`config.mk`:
```
export PLATFORM = sky130hd
export DESIGN_NAME = fetch_queue_flat
export DESIGN_NICKNAME = d
export VERILOG_FILES = /design/src/rtl/pipeline_pkg.sv /design/src/rtl/fetch_queue_if.sv /design/src/rtl/fetch_queue.sv /design/src/flat_wrapper.sv
export SDC_FILE = /design/constraint.sdc
export NUM_CORES = 1
export LEC_CHECK = 0
export ABC_CLOCK_PERIOD_IN_PS = 3100
export BUFFER_PORTS_ARGS = -buffer_cell sky130_fd_sc_hd__buf_2
export CAP_MARGIN = 20
export CORE_ASPECT_RATIO = 0.75
export CORE_MARGIN = 3
export CORE_UTILIZATION = 57
export DETAILED_ROUTE_END_ITERATION = 10
export MAX_ROUTING_LAYER = met4
export PLACE_DENSITY_LB_ADDON = 0.08
export SLEW_MARGIN = 30
export SYNTH_ARGS = -nofsm -noshare
export SYNTH_HDL_FRONTEND = slang
export SYNTH_SLANG_ARGS = --single-unit
```
`constraint.sdc`:
```
create_clock -name clock -period 3.1 [get_ports clock]
set_input_delay 0.155 -clock clock [delete_from_list [all_inputs] [get_ports clock]]
set_output_delay 0.155 -clock clock [all_outputs]
set_load 0.05 [all_outputs]
```
`src/rtl/pipeline_pkg.sv`:
```
// Shared pipeline types and constants used by fetch, the prefetch queue and decode.
// Bubble encoding: all-zero instruction at PC 0, same as the pipeline NOP.
// The fetch_entry_t pair is the unit carried from fetch to decode.
package pipeline_pkg;

  localparam logic [31:0] NOP_INSN  = 32'h0;
  localparam logic [31:0] BUBBLE_PC = 32'h0;

  typedef struct packed {
    logic [31:0] pc;
    logic [31:0] insn;
  } fetch_entry_t;

endpackage

```
`src/rtl/fetch_queue_if.sv`:
```
// Handshake bundle between fetch/execute/decode and the prefetch queue.
// master: the pipeline side (drives enq_*, stall, flush; observes head and status).
// slave:  the queue (accepts enq_*, presents head entry and occupancy status).
interface fetch_queue_if #(
  parameter int DEPTH  = 4,
  parameter int PC_W   = 32,
  parameter int INSN_W = 32
);
  localparam int CNT_W = $clog2(DEPTH + 1);

  logic              enq_valid;
  logic [PC_W-1:0]   enq_pc;
  logic [INSN_W-1:0] enq_insn;
  logic              enq_ready;
  logic              stall;
  logic              flush;
  logic [PC_W-1:0]   pc_out;
  logic [INSN_W-1:0] insn_out;
  logic              valid_out;
  logic              full;
  logic              empty;
  logic [CNT_W-1:0]  count;

  modport master (
    output enq_valid, enq_pc, enq_insn, stall, flush,
    input  enq_ready, pc_out, insn_out, valid_out, full, empty, count
  );

  modport slave (
    input  enq_valid, enq_pc, enq_insn, stall, flush,
    output enq_ready, pc_out, insn_out, valid_out, full, empty, count
  );
endinterface

```
`src/rtl/fetch_queue.sv`:
```
// Instruction prefetch queue: circular buffer of {pc, insn} between fetch and decode.
// Latency: push visible at the head one cycle later (no bypass); 1 push + 1 pop per cycle.
// Backpressure: enq_ready = !full (no same-cycle refill on pop); stall holds the head;
// flush drops every entry and any same-cycle push.
// Ports: clock, reset (async, active-high), io (fetch_queue_if.slave).
module fetch_queue
  import pipeline_pkg::*;
#(
  parameter int DEPTH  = 4,
  parameter int PC_W   = 32,
  parameter int INSN_W = 32
) (
  input  logic         clock,
  input  logic         reset,
  fetch_queue_if.slave io
);
  localparam int PTR_W = $clog2(DEPTH);
  localparam int CNT_W = $clog2(DEPTH + 1);

  typedef struct packed {
    logic [PC_W-1:0]   pc;
    logic [INSN_W-1:0] insn;
  } entry_t;

  entry_t           mem [DEPTH];
  logic [PTR_W-1:0] rd_ptr;
  logic [PTR_W-1:0] wr_ptr;
  logic [CNT_W-1:0] count_q;
  logic             full_w;
  logic             empty_w;
  logic             push;
  logic             pop;

  // Status is decoded from the registered count only.
  assign full_w  = (count_q == CNT_W'(DEPTH));
  assign empty_w = (count_q == '0);

  // Flush dominates both push and pop; stall only blocks pop.
  assign push = io.enq_valid & ~full_w & ~io.flush;
  assign pop  = ~empty_w & ~io.stall & ~io.flush;

  // DEPTH is a power of two, so the pointers wrap on their natural width.
  always_ff @(posedge clock or posedge reset) begin
    if (reset) begin
      rd_ptr  <= '0;
      wr_ptr  <= '0;
      count_q <= '0;
    end else if (io.flush) begin
      rd_ptr  <= '0;
      wr_ptr  <= '0;
      count_q <= '0;
    end else begin
      if (push) wr_ptr <= wr_ptr + PTR_W'(1);
      if (pop)  rd_ptr <= rd_ptr + PTR_W'(1);
      count_q <= count_q + CNT_W'(push) - CNT_W'(pop);
    end
  end

  // Storage is deliberately left out of reset; occupancy is tracked by count_q.
  always_ff @(posedge clock) begin
    if (push) begin
      mem[wr_ptr].pc   <= io.enq_pc;
      mem[wr_ptr].insn <= io.enq_insn;
    end
  end

  // Show-ahead head: stored entry when occupied, otherwise the pipeline bubble.
  assign io.pc_out    = empty_w ? PC_W'(BUBBLE_PC)  : mem[rd_ptr].pc;
  assign io.insn_out  = empty_w ? INSN_W'(NOP_INSN) : mem[rd_ptr].insn;
  assign io.valid_out = ~empty_w;
  assign io.full      = full_w;
  assign io.empty     = empty_w;
  assign io.count     = count_q;
  assign io.enq_ready = ~full_w;

endmodule

```
`src/flat_wrapper.sv`:
```
// flat-port wrapper written by rule: the top's interface ports become plain ports
module fetch_queue_flat import pipeline_pkg::*;
#(
  parameter int DEPTH  = 4,
  parameter int PC_W   = 32,
  parameter int INSN_W = 32
)
  (clock, reset, io_enq_valid, io_enq_pc, io_enq_insn, io_stall, io_flush, io_enq_ready, io_pc_out, io_insn_out, io_valid_out, io_full, io_empty, io_count);
  fetch_queue_if #(.DEPTH(DEPTH), .PC_W(PC_W), .INSN_W(INSN_W)) io_i ();
  input  logic clock;
  input  logic reset;
  input wire logic [$bits(io_i.enq_valid)-1:0] io_enq_valid;
  input wire logic [$bits(io_i.enq_pc)-1:0] io_enq_pc;
  input wire logic [$bits(io_i.enq_insn)-1:0] io_enq_insn;
  input wire logic [$bits(io_i.stall)-1:0] io_stall;
  input wire logic [$bits(io_i.flush)-1:0] io_flush;
  output wire logic [$bits(io_i.enq_ready)-1:0] io_enq_ready;
  output wire logic [$bits(io_i.pc_out)-1:0] io_pc_out;
  output wire logic [$bits(io_i.insn_out)-1:0] io_insn_out;
  output wire logic [$bits(io_i.valid_out)-1:0] io_valid_out;
  output wire logic [$bits(io_i.full)-1:0] io_full;
  output wire logic [$bits(io_i.empty)-1:0] io_empty;
  output wire logic [$bits(io_i.count)-1:0] io_count;
  assign io_i.enq_valid = io_enq_valid;
  assign io_i.enq_pc = io_enq_pc;
  assign io_i.enq_insn = io_enq_insn;
  assign io_i.stall = io_stall;
  assign io_i.flush = io_flush;
  assign io_enq_ready = io_i.enq_ready;
  assign io_pc_out = io_i.pc_out;
  assign io_insn_out = io_i.insn_out;
  assign io_valid_out = io_i.valid_out;
  assign io_full = io_i.full;
  assign io_empty = io_i.empty;
  assign io_count = io_i.count;
  fetch_queue #(.DEPTH(DEPTH), .PC_W(PC_W), .INSN_W(INSN_W)) u_core (.clock(clock), .reset(reset), .io(io_i));
endmodule
```
## Yosys cells after proc, flatten, opt, wreduce, memory -nomap -nowiden

Memories as Yosys holds them, arrays and structs flattened.
Index checks and enable logic that the tools add are counted.

- Mux-type cells: 9
- Bitwise operators: 8
- Reduce and logical (&&, ||, !) cells: 3
- Add/sub/neg operators: 4
- Equality and inequality tests: 1

Operators with widths:

| cell | number |
|---|---|
| $mux W32 | 2 |
| $mux W2 | 4 |
| $add A2 B1 Y2 const B | 2 |
| $and A1 B1 Y1 | 4 |
| $not A1 Y1 | 4 |
| $reduce_bool A2 Y1 | 2 |
| $add A3 B1 Y3 | 1 |
| $eq A3 B3 Y1 const B | 1 |
| $logic_not A3 Y1 | 1 |
| $mux W3 | 1 |
| $sub A3 B1 Y3 | 1 |
| $mux W1 | 2 |

- Bits in registers: 7
- Logic and storage cells: 29
- Input bits: 69
- Memories: 1
- Bits in writable memories: 256
- Output and inout bits: 71

Memories:

| memory | depth | bits a word | rd ports | clocked after Yosys merged registers in | wr ports | line | text |
|---|---|---|---|---|---|---|---|
| u_core.mem | 4 | 64 | 1 | 0 | 1 | fetch_queue.sv:25 | `entry_t mem [DEPTH];` |

## Logic depth before layout (Yosys ltp)

Gate-level depths: netlist of the first run.

- Depth after elaboration: 7
- Gate-level depth with buffers: 10
- Gate-level depth less buffers: 10

## Worst setup path after synthesis of the first run

OpenSTA, ideal clock, no wires.

- Kind: register -> register
- From: reg u_core.count_q[2] (netlist: u_core.io.count[2])
- To: mem u_core.mem[0][0] in the netlist's numbering (enable)
- Clock period less this slack: 3799 ps
- Path buffers: 0
- Stages on the path, launching flop included: 4
- Library setup time: 547 ps
- Arrival time: 3252 ps
- Data required time: 2553 ps
- Path slack: -699 ps
- Cells stage by stage: dfrtp_1 -> nor3b_1 -> nor3_1 -> and2_1

- Cells in the longest elaborated chain, start to end: 6

RTL lines:

| what | line | text |
|---|---|---|
| from (decl) | fetch_queue.sv:28 | `logic [CNT_W-1:0] count_q;` |
| from (signal assigned) | fetch_queue.sv:55 | `count_q <= count_q + CNT_W'(push) - CNT_W'(pop);` |
| $eq A3 B3 Y1 | fetch_queue.sv:35 | `assign full_w = (count_q == CNT_W'(DEPTH));` |
| via io_full | flat_wrapper.sv:21 | `output wire logic [$bits(io_i.full)-1:0] io_full;` |
| $not A1 Y1 | fetch_queue.sv:39 | `assign push = io.enq_valid & ~full_w & ~io.flush;` |
| $and A1 B1 Y1 (2 in series) | fetch_queue.sv:39 |  |
| $mux W1 | fetch_queue.sv:61 | `if (push) begin` |
| $mux W1 (not written as such) | fetch_queue.sv:63 | `mem[wr_ptr].insn <= io.enq_insn;` |
| to (decl) | fetch_queue.sv:25 |  |

The timed path passes the listed nets, and every way through them passes these cells.

## Final worst setup path of the first run

- From: reg u_core.rd_ptr[0]
- To: out io_insn_out[9]

- Cells in the longest elaborated chain, start to end: 2

RTL lines:

| what | line | text |
|---|---|---|
| from (decl) | fetch_queue.sv:26 | `logic [PTR_W-1:0] rd_ptr;` |
| from (signal assigned) | fetch_queue.sv:54 | `if (pop) rd_ptr <= rd_ptr + PTR_W'(1);` |
| $mem_v2 Z4 W64 | - |  |
| $mux W32 | fetch_queue.sv:69 | `assign io.insn_out = empty_w ? INSN_W'(NOP_INSN) : mem[rd_ptr].insn;` |
| to (decl) | flat_wrapper.sv:19 | `output wire logic [$bits(io_i.insn_out)-1:0] io_insn_out;` |

No other way between the ends.

==> impl_metrics.json, run 1 <==
{
  "netlist_instances": 457,
  "worstPathArrival_ps": 2690,
  "required_ps": 2940,
  "fp.dieH_um": 122,
  "dpl.hpwl_um": 10900,
  "clkSinkCount": 263,
  "grt_overflow_total": 0,
  "place_inst": 824,
  "numCtsBuffers": 25,
  "grt_max_degree": 66,
  "hp-class": "input port to flip-flop",
  "grt_usage_pct": 21.2,
  "path_clk_slew_ps": 60,
  "synth-edff-count": 256,
  "vias": 5075,
  "startpoint": "u_core.rd_ptr[0]$_DFFE_PP0P_",
  "area_growth_pct": 26.3,
  "drive_gt1_share_pct": 38.7,
  "crit_fanout": 35,
  "clockBufferDepth": 3,
  "r2r_setup_slack_ps": 700,
  "syn_area_mm2": 0.0102,
  "syn_avg_cell_area_um2": 22.2,
  "antenna_cells": 0,
  "dpl-instance-area_mm2": 0.0112,
  "async_flop_share_pct": 2.66,
  "use_met3_pct": 4.11,
  "yosys_warnings": 0,
  "syn_nets": 533,
  "grt_pass1_wl_um": 30600,
  "die-area_mm2": 0.0195,
  "numPortBuffers": 139,
  "cp-end-kind": "output port",
  "p_leak_nw": 4.53,
  "drc_errors": 0,
  "row_count": 41,
  "worstSetupStartpointType": "flip-flop",
  "seqPwrFrac_pct": 37.8,
  "min_period_over_period_pct": 91.8,
  "cts_root_buf": "clkbuf_16",
  "antenna_found_initial": 0,
  "yosysSeqAreaShare_pct": 77.4,
  "first_pass_iters": 4,
  "start_util_pct": 59.3,
  "tritoncts": "yes",
  "synth.distinct_cells": 24,
  "grt_setup_unrepaired": "false",
  "powerDensity_mw_per_mm2": 881,
  "synth.largest_area_cell": "edfxtp_1",
  "total_power_mw": 11.3,
  "clock_skew_ps": 21.7,
  "cts.repair.resized": 0,
  "post_layout_nonfiller_instances": 937,
  "grt_util_met2_pct": 32.2,
  "final-hold-violation-count": 0,
  "routedWlPerCell_um": 20.4,
  "p_clk_share_pct": 31.1,
  "synthFlopType": "edfxtp_1",
  "place_congestion": 0.808,
  "tns_ps": 0,
  "fin_crit_ps": 2850,
  "switching_share_pct": 34.3,
  "pin_count": 140,
  "hold_slack_ps": 46.4,
  "met1_usage_pct": 31.1,
  "p_comb_share_pct": 31.1,
  "relSlewSlack_pct": 39.7,
  "fillCellCount": 1026,
  "worstMarginPinSlew_ps": 905,
  "slew_violations": 0,
  "core_mm2": 0.0171,
  "fin_area_mm2": 0.0128,
  "synth-seq-cells": 263,
  "antenna_left": 0,
  "cap_viol_max_count": 0,
  "synth_common_cells": "256 x edfxtp_1, 68 x and2_1, 64 x mux4_2",
  "synth_top_area_share_pct": 75.7,
  "cts-htree-levels": 1,
  "drtIter0Drc": 321,
  "nets": 758,
  "ir_drop_mv": 1.19,
  "clock_latency_ps": 520,
  "yosysMostFrequentCell": "edfxtp_1",
  "fmax_mhz": 351,
  "setup_viol": 0,
  "outcome": "finished clean",
  "hp-start": "io_enq_valid",
  "yosys-top-cells-area": "edfxtp_1 76%, mux4_2 14%, and2_1 4.2%, dfrtp_1 1.7%, ha_1 0.74%",
  "power.internal_mw": 7.42,
  "wl_um": 19100,
  "r2r_start": "u_core.io.count[2]$_DFF_PP0_",
  "worstSetupPathType": "flip-flop to output port",
  "routed_via_density": 5.42,
  "die_w_um": 160,
  "gr-max-usage-layer": "met2",
  "grt_pass1_vias": 5395,
  "p_switching_mw": 3.88
}
## final timing paths
kind	to	cells after the start
worst min-delay path	u_core.wr_ptr[0]$_DFFE_PP0P_	4
worst max register to register	u_core.io.count[2]$_DFF_PP0_	10
min in group asynchronous	u_core.io.count[2]$_DFF_PP0_	3
max in group asynchronous	u_core.rd_ptr[0]$_DFFE_PP0P_	3
worst max-delay path	io_insn_out[9]	4
worst min register to register	u_core.wr_ptr[1]$_DFFE_PP0P_	2
## registers in the layout, indices dropped and copies added, names as in the netlist
signal and flops:
u_core.io.count 3, u_core.wr_ptr 2, u_core.rd_ptr 2, u_core.mem 256
## metal layers
layer  routed length, um  up-vias
li1                    -     2284
met1                8400     2586
met2                9150      181
met3                1330       24
met4                 251        0
met5                   0        -
## cells by family (layout without fill, tap and decap cells)
family	Yosys count	after routing	share of synthesized area (%)
compound gates	6	6	0.296
xor+xnor	2	2	0.173
fa+ha+maj	7	7	0.937
buf+inv	32	276	1.89
flops	263	263	77.4
mux	65	65	14.3
simple gates	82	82	4.97
## power by group through the flow
stage | Combinational, mW | Sequential, mW | Clock (mW)
after detailed placement | 3.48 | 4.35 | 0
final | 3.52 | 4.26 | 3.52
after floorplan | 2.75 | 4.26 | 0
after CTS | 3.56 | 4.27 | 3.58
after global routing | 3.71 | 4.30 | 3.72
after global placement | 3.46 | 4.33 | 0
## through the flow
step / worst slack [ps] / utilization (%)
final: 253 / 74.8
after global routing: 51.4 / 74.8
after CTS: 153 / 74.8
after detailed placement: 727 / 65.3
after global placement: 740 / 65.3
after floorplan: 392 / -
## worst max-delay path, stage by stage (launching register included)
cell and delay [ps]:
dfrtp_4 890, buf_4 360, mux4_2 540, and2_1 160
buf_2 200
## area by class of cell
| cell class | count | area [um2] | area share, % |
|---|---|---|---|
| clock buffer | 25 | 626 | 4.88 |
| inverter | 9 | 33.8 | 0.263 |
| multi-input combinational | 162 | 2110 | 16.5 |
| clock inverter | 21 | 344 | 2.68 |
| timing repair buffer | 221 | 1540 | 12.0 |
| tap | 236 | 295 | 2.30 |
| sequential | 263 | 7870 | 61.4 |
## what timing repair did
action                                  4_1_cts  5_1_grt
endpoints found under the setup margin        0        0
hold endpoints to repair                    269        0
buffers inserted                              0        0
hold buffers                                 67        0
## cell usage in the layout (no fill, tap or decap)
cell           instances
dlygate4sd3_1         67
nor3b_2                1
o21ai_0                3
dfrtp_2                1
buf_12                 5
nor3_1                 2
mux4_2                64
nor2b_1                1
or3_2                  1
clkinv_4               1
ha_1                   6
dfrtp_1                5
clkinv_1               1
clkbuf_16             25
inv_1                  9
clkinvlp_4             3
inv_6                  1
mux2i_1                1
nor2_1                 3
a21oi_1                3
nand2b_1               3
xor2_1                 1
xnor2_1                1
clkinv_2               6
edfxtp_1             256
dfrtp_4                1
and2_4                 4
buf_4                 10
or3_1                  3
bufinv_16              9
and2_1                64
fa_1                   1
buf_2                139
(Power assumes the default switching activity.)
==> run 2: changes to the inputs <==
BUFFER_PORTS_ARGS = unset   (was -buffer_cell sky130_fd_sc_hd__buf_2)
CORE_UTILIZATION = 60   (was 57)
DONT_BUFFER_PORTS = 1   (was unset)
==> run 2 against run 1 <==
Against the previous run: global-route usage shrank 0.23 points; setup slack got worse by 27 ps; sequential share of layout area increased by 5.1 points; highest routed layer unchanged; sequential power up 0.9%; largest cell class unchanged; largest power group unchanged; routed wire length down 3.8%; clock skew shrank 13 ps; maximum frequency down 0.92%; sequential cell count unchanged; die area fell by 4.8%; total power down 11%; core utilization decreased by 2.3 points; register-to-register slack got worse by 350 ps.
==> impl_metrics.json, run 2 (synthesis gave the netlist of run 1 again) <==
{
  "drtIter0Drc": 337,
  "worstMarginPinSlew_ps": 782,
  "crit_fanout": 38,
  "fp.dieH_um": 119,
  "tritoncts": "yes",
  "cts_root_buf": "clkbuf_16",
  "cp_num_buf_inv": 1,
  "antenna_left": 0,
  "p_leak_nw": 3.81,
  "setup_viol": 0,
  "grt_pass1_wl_um": 28500,
  "grt_setup_unrepaired": "false",
  "antenna_found_initial": 1,
  "hold_slack_ps": 59.5,
  "drc_errors": 0,
  "cts.repair.resized": 0,
  "grt_usage_pct": 21.0,
  "clock_skew_ps": 9.05,
  "clock_latency_ps": 500,
  "wl_um": 18400,
  "final_common_cell": "edfxtp_1",
  "grt_overflow_total": 0,
  "die_w_um": 156,
  "core_mm2": 0.0163,
  "area_growth_pct": 16.6,
  "pin_count": 140,
  "first_pass_iters": 4,
  "tns_ps": 0,
  "start_util_pct": 62.2,
  "critPathTopFamily": "flip-flops",
  "cap_viol_max_count": 0,
  "cp-end-kind": "output port",
  "grt_max_degree": 66,
  "numPortBuffers": 0,
  "fin_crit_ps": 2870,
  "powerDensity_mw_per_mm2": 848,
  "path_cells": "buf_4, mux4_2, and2_1",
  "fmax_mhz": 348,
  "numCtsBuffers": 24,
  "worstSetupPathType": "flip-flop to output port",
  "path_clk_slew_ps": 60,
  "slowest_delay_ps": 940,
  "hp-class": "input port to asynchronous set/reset pin",
  "drive_gt1_share_pct": 20.9,
  "ir_drop_mv": 1.21,
  "routedWlPerCell_um": 23.8,
  "worstSetupStartpointType": "flip-flop",
  "grt_pass1_vias": 4945,
  "largest_register_ff_count": 256,
  "clockBufferDepth": 3,
  "mostFrequentLayoutCells": "256 x edfxtp_1, 69 x dlygate4sd3_1, 64 x mux4_2, 64 x and2_1, 25 x clkbuf_16",
  "min_period_over_period_pct": 92.7,
  "slew_violations": 0,
  "relSlewSlack_pct": 47.9,
  "worstPathArrival_ps": 2720,
  "nets": 623,
  "routed_via_density": 5.99,
  "cts-htree-levels": 1,
  "place_congestion": 0.716,
  "vias": 4640,
  "row_count": 40,
  "cpMaxStageDelayCell": "dfrtp_4",
  "clkSinkCount": 263,
  "die-area_mm2": 0.0185,
  "outcome": "finished clean",
  "dpl.hpwl_um": 10500,
  "regMostFlops": "u_core.mem",
  "required_ps": 2940,
  "final-hold-violation-count": 0
}
## run 2: cell types whose count changed in the layout (fill, tap and decap cells not counted), moves of 3 or more
cell / before / now
buf_2: 139 / 0
buf_4: 10 / 15
clkinvlp_4: 3 / 0
bufinv_16: 9 / 0
clkbuf_1: 0 / 12
clkinv_2: 6 / 3
## run 2: per-stage QoR
step | setup WS (ps) | instances | util (%) | area (um2) | power, mW
2_1_floorplan | 392 | 457 | - | 10200 | 7.02
3_3_place_gp | 525 | 662 | 64.1 | 10500 | 7.35
3_5_place_dp | 393 | 662 | 64.1 | 10500 | 7.41
4_1_cts | 135 | 774 | 72.6 | 11800 | 10.1
5_1_grt | 43.3 | 775 | 72.6 | 11800 | 10.4
6_report | 227 | 775 | 72.6 | 11800 | 10.0
## run 2: worst register-to-register path, stage by stage (launching register included)
cell     delay, ps
dfrtp_1        570
buf_4          250
or3_2          470
inv_1           90
nor3_1          50
ha_1           270
inv_1           60
ha_1           140
inv_1           60
fa_1           420
xnor2_1        190
nor2_1          60
## run 2: final cells by class
class                   instances  area [um2]
multi-input cells             162        2110
fillers                       955        4470
diodes                          1        2.50
inverters                       9        33.8
clock inverters                 6        26.3
repair buffers                 87         863
clock buffers                  37         671
flip-flops and latches        263        7870
well taps                     210         263
## run 2: final timing paths
check | start | to | slack, ps | cells past startpoint
setup / recovery | u_core.rd_ptr[0]$_DFFE_PP0P_ | io_insn_out[28] | 230 | 3
hold / removal | reset | u_core.wr_ptr[0]$_DFFE_PP0P_ | 60 | 2
setup reg to reg | u_core.io.count[0]$_DFF_PP0_ | u_core.io.count[2]$_DFF_PP0_ | 350 | 11
hold reg to reg | u_core.wr_ptr[1]$_DFFE_PP0P_ | u_core.wr_ptr[1]$_DFFE_PP0P_ | 620 | 2
max in group asynchronous | reset | u_core.rd_ptr[0]$_DFFE_PP0P_ | 2790 | 2
min in group clock | io_flush | u_core.io.count[0]$_DFF_PP0_ | 220 | 3
## run 2: timing repair
| item | 4_1_cts | 5_1_grt |
|---|---|---|
| hold endpoints to repair | 270 | 0 |
| setup buffers | 0 | 0 |
| hold buffers | 69 | 0 |
## run 2: metal layers
metal  share of wire [%]  track usage (%)  vias up  wire, um
li1                    -                -     2019         -
met1                  44             30.6     2420      8160
met2                  48             31.9      174      8800
met3                 6.1             3.99       27      1120
met4                 1.8             4.76        0       339
met5                   0                -        -         0
## run 2: power by group
group / switching [mW] / internal, mW / total [mW]
Sequential: 0.197 / 4.10 / 4.30
Clock: 1.16 / 1.48 / 2.64
Combinational: 2.30 / 0.802 / 3.10
Total: 3.65 / 6.38 / 10.0
==> run 3: changes to the inputs <==
--- a/config.mk
+++ b/config.mk
@@ -14,5 +14,5 @@
 export DONT_BUFFER_PORTS = 1
 export MAX_ROUTING_LAYER = met4
-export PLACE_DENSITY_LB_ADDON = 0.08
+export PLACE_DENSITY = 0.86
 export SLEW_MARGIN = 30
 export SYNTH_ARGS = -nofsm -noshare
==> constraint.sdc (replaced) <==
create_clock -name clock -period 3.1 [get_ports clock]
set_input_delay 0.155 -clock clock [delete_from_list [all_inputs] [get_ports clock]]
set_output_delay 0.155 -clock clock [all_outputs]
set_load 0.02 [all_outputs]
==> run 3 against run 2 <==
Against the previous run: sequential power decreased by 1%; maximum frequency increased by 6.9%; first-iteration DRC count increased by 23%; via count decreased by 0.78%; cell area decreased by 0.20%; routed wire length increased by 1.1%; worst hold slack got worse by 14 ps; critical path type is now flip-flop to flip-flop; largest cell class unchanged; largest power group unchanged.
==> impl_metrics.json, run 3 (synthesis gave the netlist of run 1 again) <==
{
  "fin_area_mm2": 0.0118,
  "first_pass_iters": 4,
  "cts-htree-levels": 1,
  "r2r_setup_slack_ps": 410,
  "fin_crit_ps": 2690,
  "required_ps": 3470,
  "grt_setup_unrepaired": "false",
  "ir_drop_mv": 1.07,
  "relSlewSlack_pct": 59.5,
  "tritoncts": "yes",
  "die_w_um": 156,
  "numCtsBuffers": 23,
  "p_leak_nw": 3.78,
  "final-hold-violation-count": 0,
  "dpl.hpwl_um": 10900,
  "wl_um": 18600,
  "start_util_pct": 62.2,
  "dpl-instance-area_mm2": 0.0104,
  "post_layout_nonfiller_instances": 762,
  "cp-end-kind": "flip-flop",
  "hold_slack_ps": 45.1,
  "routed_via_density": 6.04,
  "r2r_start": "u_core.io.count[2]$_DFF_PP0_",
  "worstSetupStartpointType": "flip-flop",
  "clock_skew_ps": 11.6,
  "cts.repair.resized": 0,
  "rr_endpoint": "u_core.io.count[2]$_DFF_PP0_",
  "antenna_found_initial": 0,
  "place_congestion": 0.812,
  "grt_pass1_wl_um": 28800,
  "slew_violations": 0,
  "pre_cts_ws_ps": 521,
  "area_growth_pct": 16.4,
  "clkSinkCount": 263,
  "pin_count": 140,
  "antenna_left": 0,
  "row_count": 40,
  "worstSetupPathType": "flip-flop to flip-flop",
  "grt_pass1_vias": 5001,
  "worstPathArrival_ps": 3060,
  "cap_viol_max_count": 0,
  "core_mm2": 0.0163,
  "total_power_mw": 8.99,
  "hp-class": "input port to asynchronous set/reset pin",
  "clockBufferDepth": 3,
  "cts_root_buf": "clkbuf_16",
  "die-area_mm2": 0.0185,
  "regMostFlops": "u_core.mem",
  "largest_register_ff_count": 256,
  "antenna_cells": 0,
  "crit_fanout": 6,
  "outcome": "finished clean",
  "setup_slack_ps": 413,
  "drive_gt1_share_pct": 19.9,
  "min_period_over_period_pct": 86.7,
  "nets": 617,
  "worstMarginPinSlew_ps": 603,
  "vias": 4604,
  "routedWlPerCell_um": 24.4,
  "drtIter0Drc": 416,
  "finish.utilization_pct": 72.4,
  "path_clk_slew_ps": 60,
  "rr_worst_depth": 10,
  "tns_ps": 0,
  "fp.dieH_um": 119,
  "cts_hold_buffers": 69,
  "fmax_mhz": 372,
  "numPortBuffers": 0,
  "powerDensity_mw_per_mm2": 761,
  "grt_overflow_total": 0,
  "clock_latency_ps": 490,
  "grt_usage_pct": 21.0,
  "mostFrequentLayoutCells": "256 x edfxtp_1, 69 x dlygate4sd3_1, 64 x mux4_2, 64 x and2_1, 23 x clkbuf_16",
  "final_common_cell": "edfxtp_1",
  "drc_errors": 0,
  "place_inst": 657,
  "post_cts_buffers": 0,
  "grt_max_degree": 66,
  "setup_viol": 0
}
## run 3: cell types whose count changed in the layout (fill, tap and decap cells not counted), sizes merged
cell and delta:
clkinv +1, buf -5, bufinv +2, clkbuf -10, diode -1
## run 3: metal layers
layer | up-vias | GRT usage (%) | wire, um
li1 | 1997 | - | -
met1 | 2408 | 29.7 | 7880
met2 | 171 | 32.1 | 9190
met3 | 28 | 5.05 | 1220
met4 | 0 | 4.32 | 322
met5 | - | - | 0
## run 3: how the worst max path moves through the flow
stage | from | to | slack [ps]
global placement | u_core.io.count[2]$_DFF_PP0_ | u_core.io.count[2]$_DFF_PP0_ | 570
CTS | u_core.rd_ptr[0]$_DFFE_PP0P_ | io_pc_out[8] | 460
detailed placement | u_core.io.count[2]$_DFF_PP0_ | u_core.io.count[2]$_DFF_PP0_ | 520
finish | u_core.io.count[2]$_DFF_PP0_ | u_core.io.count[2]$_DFF_PP0_ | 410
global route | u_core.io.count[2]$_DFF_PP0_ | u_core.io.count[2]$_DFF_PP0_ | 300
floorplan | u_core.io.count[1]$_DFF_PP0_ | u_core.mem[1][0]$_DFFE_PP_ | 60
## run 3: critical path, cell delays in order (launching register included)
cell and delay (ps):
dfrtp_1 490, or3_2 550, inv_1 270, nor3_1 90
ha_1 280, inv_1 50, ha_1 140, inv_1 60
fa_1 410, xnor2_1 170, nor2_1 60
## run 3: area by class of cell
cell class / count / area, um2
repair buffers: 82 / 863
clock buffers: 27 / 591
well taps: 210 / 263
multi-input cells: 162 / 2110
clock inverters: 9 / 87.6
fillers: 932 / 4500
flip-flops and latches: 263 / 7870
inverters: 9 / 33.8
## run 3: report_power, final
part           switching (mW)  total, mW  internal [mW]
logic                    1.33       2.11          0.774
clock network            1.12       2.63           1.51
registers               0.151       4.25           4.10
total                    2.61       8.99           6.38
